**src/rtl/ps2_scancode_decoder.sv**
```systemverilog
// PS/2 Set-2 scan-code to ASCII decoder feeding a valid/ready character buffer.
// Define PS2_FIFO_EN for a FIFO_DEPTH-entry FIFO; otherwise a single holding register is used.
module ps2_scancode_decoder #(
  parameter int FIFO_DEPTH = 4
) (
  input  logic       clk,
  input  logic       rst,
  input  logic [7:0] ps2_received_data,
  input  logic       ps2_received_data_strb,
  output logic [7:0] char_data,
  output logic       char_valid,
  input  logic       char_ready,
  output logic       overflow
);

  typedef enum logic [1:0] {
    IDLE    = 2'd0,
    BRK     = 2'd1,
    EXT     = 2'd2,
    EXT_BRK = 2'd3
  } state_t;

  if (FIFO_DEPTH < 2 || FIFO_DEPTH > 16 || (FIFO_DEPTH & (FIFO_DEPTH - 1)) != 0) begin : g_bad_depth
    $error("FIFO_DEPTH must be a power of two in 2..16");
  end

  // Result is {mapped, ascii}; unmapped codes return all zeros.
  function automatic logic [8:0] map_code(input logic [7:0] code);
    logic [8:0] res;
    case (code)
      8'h1C: res = 9'h141;  8'h32: res = 9'h142;  8'h21: res = 9'h143;  8'h23: res = 9'h144;
      8'h24: res = 9'h145;  8'h2B: res = 9'h146;  8'h34: res = 9'h147;  8'h33: res = 9'h148;
      8'h43: res = 9'h149;  8'h3B: res = 9'h14A;  8'h42: res = 9'h14B;  8'h4B: res = 9'h14C;
      8'h3A: res = 9'h14D;  8'h31: res = 9'h14E;  8'h44: res = 9'h14F;  8'h4D: res = 9'h150;
      8'h15: res = 9'h151;  8'h2D: res = 9'h152;  8'h1B: res = 9'h153;  8'h2C: res = 9'h154;
      8'h3C: res = 9'h155;  8'h2A: res = 9'h156;  8'h1D: res = 9'h157;  8'h22: res = 9'h158;
      8'h35: res = 9'h159;  8'h1A: res = 9'h15A;
      8'h45: res = 9'h130;  8'h16: res = 9'h131;  8'h1E: res = 9'h132;  8'h26: res = 9'h133;
      8'h25: res = 9'h134;  8'h2E: res = 9'h135;  8'h36: res = 9'h136;  8'h3D: res = 9'h137;
      8'h3E: res = 9'h138;  8'h46: res = 9'h139;
      8'h29: res = 9'h120;  8'h5A: res = 9'h10D;  8'h49: res = 9'h12E;  8'h41: res = 9'h12C;
      8'h4A: res = 9'h12F;
      default: res = 9'h000;
    endcase
    return res;
  endfunction

  state_t     state_r, next_state_s;
  logic       push_s;
  logic [7:0] push_char_s;
  logic [8:0] lookup_s;
  logic [7:0] char_data_r;
  logic       char_valid_r;
  logic       overflow_r;
  logic       pop_s;

  // Prefix-tracking state register.
  always_ff @(posedge clk or negedge rst) begin
    if (!rst) begin
      state_r <= IDLE;
    end else begin
      state_r <= next_state_s;
    end
  end

  // Next-state logic; only plain make codes seen from IDLE request a push.
  always_comb begin
    next_state_s = state_r;
    push_s       = 1'b0;
    push_char_s  = 8'h00;
    lookup_s     = map_code(ps2_received_data);
    if (ps2_received_data_strb) begin
      case (state_r)
        IDLE: begin
          if (ps2_received_data == 8'hF0) begin
            next_state_s = BRK;
          end else if (ps2_received_data == 8'hE0) begin
            next_state_s = EXT;
          end else begin
            next_state_s = IDLE;
            push_s       = lookup_s[8];
            push_char_s  = lookup_s[7:0];
          end
        end
        BRK:     next_state_s = IDLE;
        EXT: begin
          if (ps2_received_data == 8'hF0) begin
            next_state_s = EXT_BRK;
          end else begin
            next_state_s = IDLE;
          end
        end
        EXT_BRK: next_state_s = IDLE;
        default: next_state_s = IDLE;
      endcase
    end else begin
      next_state_s = state_r;
    end
  end

`ifdef PS2_FIFO_EN
  localparam int          AW      = $clog2(FIFO_DEPTH);
  localparam logic [AW:0] DEPTH_C = (AW + 1)'(FIFO_DEPTH);

  logic [7:0]    mem_r [FIFO_DEPTH];
  logic [AW-1:0] rd_ptr_r, wr_ptr_r, rd_ptr_nxt_s;
  logic [AW:0]   count_r, count_nxt_s;
  logic          full_s, push_ok_s;
  logic [7:0]    head_nxt_s;

  // FIFO control; the head is precomputed so char_data comes straight from a flop.
  always_comb begin
    pop_s        = char_valid_r && char_ready;
    full_s       = (count_r == DEPTH_C);
    push_ok_s    = push_s && (!full_s || pop_s);
    rd_ptr_nxt_s = pop_s ? rd_ptr_r + AW'(1) : rd_ptr_r;
    case ({push_ok_s, pop_s})
      2'b10:   count_nxt_s = count_r + (AW + 1)'(1);
      2'b01:   count_nxt_s = count_r - (AW + 1)'(1);
      default: count_nxt_s = count_r;
    endcase
    if (push_ok_s && (wr_ptr_r == rd_ptr_nxt_s)) begin
      head_nxt_s = push_char_s;
    end else begin
      head_nxt_s = mem_r[rd_ptr_nxt_s];
    end
  end

  // FIFO storage, pointers and registered outputs.
  always_ff @(posedge clk or negedge rst) begin
    if (!rst) begin
      for (int i = 0; i < FIFO_DEPTH; i++) mem_r[i] <= 8'h00;
      rd_ptr_r     <= '0;
      wr_ptr_r     <= '0;
      count_r      <= '0;
      char_data_r  <= 8'h00;
      char_valid_r <= 1'b0;
      overflow_r   <= 1'b0;
    end else begin
      if (push_ok_s) begin
        mem_r[wr_ptr_r] <= push_char_s;
        wr_ptr_r        <= wr_ptr_r + AW'(1);
      end else begin
        wr_ptr_r        <= wr_ptr_r;
      end
      rd_ptr_r     <= rd_ptr_nxt_s;
      count_r      <= count_nxt_s;
      char_data_r  <= head_nxt_s;
      char_valid_r <= (count_nxt_s != '0);
      overflow_r   <= push_s && full_s && !pop_s;
    end
  end
`else
  logic push_ok_s;

  // Single holding register: accepts a push when empty or being drained this cycle.
  always_comb begin
    pop_s     = char_valid_r && char_ready;
    push_ok_s = push_s && (!char_valid_r || pop_s);
  end

  // Holding register and registered outputs.
  always_ff @(posedge clk or negedge rst) begin
    if (!rst) begin
      char_data_r  <= 8'h00;
      char_valid_r <= 1'b0;
      overflow_r   <= 1'b0;
    end else begin
      if (push_ok_s) begin
        char_data_r  <= push_char_s;
        char_valid_r <= 1'b1;
      end else if (pop_s) begin
        char_valid_r <= 1'b0;
      end else begin
        char_valid_r <= char_valid_r;
      end
      overflow_r <= push_s && char_valid_r && !pop_s;
    end
  end
`endif

  assign char_data  = char_data_r;
  assign char_valid = char_valid_r;
  assign overflow   = overflow_r;

endmodule

```
**config.mk**
```make
export PLATFORM = sky130hd
export DESIGN_NAME = ps2_scancode_decoder
export DESIGN_NICKNAME = d
export VERILOG_FILES = /design/src/rtl/ps2_scancode_decoder.sv
export SDC_FILE = /design/constraint.sdc
export NUM_CORES = 1
export LEC_CHECK = 0
export CAP_MARGIN = 10
export CORE_ASPECT_RATIO = 0.5
export CORE_MARGIN = 5
export CORE_UTILIZATION = 49
export CTS_CLUSTER_DIAMETER = 120
export DETAILED_ROUTE_END_ITERATION = 7
export HOLD_SLACK_MARGIN = 0.06
export PLACE_DENSITY = 0.86
export SLEW_MARGIN = 20
export SYNTH_ARGS = -nofsm -noshare
export SYNTH_HDL_FRONTEND = slang
export SYNTH_SLANG_ARGS = --single-unit
```
**constraint.sdc**
```tcl
create_clock -name clk -period 1.49 [get_ports clk]
set_clock_uncertainty 0.15 [all_clocks]
set_input_delay 0.149 -clock clk [delete_from_list [all_inputs] [get_ports clk]]
set_output_delay 0.149 -clock clk [all_outputs]
set_load 0.02 [all_outputs]
```
==> impl_results.md <==
- Outcome: finished, violations left
- Failing checks: design-rule violations, negative setup slack
- Share of the synthesized area in the top cell type: 0.1906
- Final Non-Filler Cells: 299
- WP buf/inv: 3
- Power density over the cells: approximately 620 nW/um^2
- Die area: 4198 um^2
- CORE AREA: 2700 um^2
- Max Transition Viols Final: 0
- NetSw: 553.5 uW
- I/O Pins: 22
- Synthesized area per cell: 7.680 um^2
- Critical path launch point type: primary input
- Ys flop type: dfrtp_1
- # port buffers: 20
- Clk root buf: clkbuf_8
- GRT Util Overall: 0.3463
- Total CTS buffers: 3
- DRC violations left: 206
- Net Sw Frac: 0.3907
- Synth cell count leaders: 15 x nand2_1, 15 x nand2b_1, 15 x nor2_1, 11 x dfrtp_1, 10 x a21oi_1
- Final Hold Violating Endpoints: 0
- WHS: 0.09825 ns
- CTS tree: yes
- Crit-path max FO: 18
- Crit path setup slack, layout: -0.7356 ns
- Sequential share of power: 0.266
- Synth warn: 0
- Row count: 13
- Number of synthesized register bits: 11
- N_diodes: 0
- Layout cell share with drive strength beyond 1: 0.3664
- Max cap viols: 0
- Comb power frac: 0.526
- Synth area leaders: dfrtp_1 19%, nand2b_1 6.5%, mux2_2 6.2%
- CP Class: primary input to register
- Sink Count: 11
- Delay-heaviest family, CP: buffers and inverters
- Placer Congestion: 0.9588
- Cell internal pwr: 863.2 uW
- Hold Path Class: primary input to async pin
- H-tree levels: 1
- Async S/R FF share, synth: 1.000
- DRT Pass-1 Iters: 8
- DIE HEIGHT: ~48 um
- Final setup vio count: 10
- Crit share post-route: 1.494
- DR WL/cell: around 26 um
- Worst path required time: 1.43 ns
- Skew-Pair Late Insertion Delay: 0.23 ns
- Layout area overhead: 58.41%
- Worst Path Arrival: 2.16 ns
- Sequential cell area fraction in the yosys report: 0.1906
- Gate Count Post-Synth: 188
- First-pass GRT wire length: about 12 mm
- Vias per cell: 7.425
- Clk pwr share: 0.209
- Max IR drop VDD: 646.4 uV
- Final ANT Viol Nets: 0
- NumNets Final: ~280
- Largest net degree at the start of global routing: 19
- Initial DRC count: 618
- Via count: between 2000 and 2500
- Starting Density: 0.5348
- Initial antenna violation count: 0
- Max stage delay on crit path: 0.53 ns
- Die width: 86.77 um
- Fmax: 449.3 MHz
- Number of global-route vias before repair: 2222
- DRT Wirelength: approximately 7.7 mm
- Crit-path slowest cell: clkdlybuf4s50_1
- Worst-path cell chain: clkdlybuf4s50_1 -> buf_6 -> nor2b_1 -> nand4_1 -> nand3_4 -> o2111ai_4 -> buf_4 -> mux2i_1
- Unrepaired setup endpoints after global routing: yes
- Synth Net Count: 207
- Pleak: ~1.1 nW
- Clk slew on worst S/H paths: 0.05 ns
- Placed instance count: 291
- EDFF count, synth: 0
- Fin crit period: 2.226 ns
- Dpl hpwl: 4.373 mm
- Synth unique cells: 50
- Yosys top cell by area: dfrtp_1
- Post-CTS Hold Fix Bufs: 0
- Setup crit end kind: register
- GRT overflow: 0
- Max clock buf depth: 2
- Synthesized area: 1444 um^2
-- stage by stage --
| step | TNS [ns] | power, mW | cell area, um^2 | utilization | worst slack [ns] |
|---|---|---|---|---|---|
| 3_5_place_dp | -11.13 | 1.032 | 2142 | 0.7933 | -1.227 |
| 4_1_cts | -4.411 | 1.337 | 2253 | 0.8346 | -0.5712 |
| 3_3_place_gp | -9.944 | 0.9948 | 2142 | 0.7933 | -1.112 |
| 5_1_grt | -6.693 | 1.451 | 2287 | 0.8471 | -0.8064 |
| 2_1_floorplan | -3.426 | 0.7049 | 1524 | - | -0.5094 |
| 6_report | -5.965 | 1.417 | 2287 | 0.8471 | -0.7356 |
-- worst reg2reg max path, stage by stage (launching register included) --
cell	delay, ns
dfrtp_1	0.42
or3_1	0.42
nor2_1	0.23
o311a_1	0.21
a31oi_1	0.16
mux2i_1	0.20
-- final timing paths --
check,startpoint,end,slack (ns),cells after the start
setup / recovery,ps2_received_data[6],char_data[6],-0.74,8
hold / removal,rst,char_data[3],0.1,1
setup reg to reg,state_r[0],char_data[6],-0.38,5
hold reg to reg,char_data[2],char_data[2],0.39,1
max in group asynchronous,rst,overflow,0.76,1
min in group clk,char_data[2],char_data[2],0.39,1
-- cell type report --
| cell class | count | area [um^2] |
|---|---|---|
| Timing Repair Buffer | 86 | 709.4 |
| Tap cell | 37 | 46.29 |
| Sequential cell | 11 | 275.3 |
| Multi-Input combinational cell | 153 | 1175 |
| Inverter | 8 | 36.28 |
| Clock buffer | 4 | 45.04 |
| Fill cell | 100 | 412.9 |
-- power by group through the flow --
stage | clock, mW | sequential, mW | combinational [mW]
after global placement | 0 | 0.367 | 0.628
after floorplan | 0 | 0.423 | 0.282
final | 0.295 | 0.376 | 0.745
after detailed placement | 0 | 0.374 | 0.657
after CTS | 0.291 | 0.372 | 0.674
after global routing | 0.303 | 0.379 | 0.769
-- timing repair --
| item | CTS | global route |
|---|---|---|
| endpoints found under the hold margin | 0 | 0 |
| gates resized for setup | 36 | 8 |
| setup buffers | 3 | 1 |
| pin swaps | 11 | 1 |
| endpoints found under the setup margin | 17 | 13 |
| gates cloned | 1 | 0 |
-- placed cells by master (no fill, tap or decap), types with 2 or more instances in the layout --
master | Yosys | layout
buf_4 | 2 | 61
nand2b_1 | 15 | 15
nor2_1 | 15 | 13
nand2_1 | 15 | 13
dfrtp_1 | 11 | 11
a21oi_1 | 10 | 10
dlygate4sd2_1 | 0 | 9
o21ai_0 | 8 | 7
inv_1 | 8 | 6
a211oi_1 | 7 | 6
clkdlybuf4s50_1 | 0 | 6
mux2_4 | 0 | 5
buf_6 | 0 | 5
o211ai_1 | 4 | 4
nor2b_1 | 5 | 4
nor3_1 | 4 | 4
a31oi_1 | 4 | 4
o22ai_1 | 4 | 4
mux2i_1 | 4 | 4
ha_4 | 0 | 4
nand4_1 | 3 | 3
o21a_1 | 3 | 3
mux2_2 | 8 | 3
nand3_1 | 4 | 3
ha_1 | 7 | 3
clkbuf_8 | 0 | 3
nor3b_1 | 2 | 2
nor2_2 | 0 | 2
a221o_1 | 2 | 2
o311a_1 | 2 | 2
nor4_1 | 2 | 2
and3_1 | 2 | 2
o32ai_1 | 2 | 2
dlymetal6s2s_1 | 0 | 2
-- cells by family after synthesis --
| group | Yosys count | share of synthesized area |
|---|---|---|
| XOR/XNOR | 1 | 0.006067 |
| multiplexers | 12 | 0.09012 |
| flip-flops | 11 | 0.1906 |
| other | 1 | 0.002597 |
| buffers and inverters | 24 | 0.07539 |
| AO/OA/AOI/OAI | 56 | 0.2886 |
| adder cells (fa/ha/maj) | 7 | 0.06066 |
| AND/OR/NAND/NOR | 76 | 0.2860 |
-- registers in the layout (all words and copies together) (netlist names) --
register,count
char_data,7
state_r,2
char_valid,1
overflow,1
-- metal layers --
| metal | up-vias | GRT usage | wire, um |
|---|---|---|---|
| li1 | 849 | - | - |
| met1 | 952 | 0.3893 | 2554 |
| met2 | 289 | 0.5140 | 2963 |
| met3 | 130 | 0.1484 | 1290 |
| met4 | 0 | 0.2668 | 877 |
| met5 | - | 0 | 0 |
No activity file was read; power rests on OpenSTA's default activity.
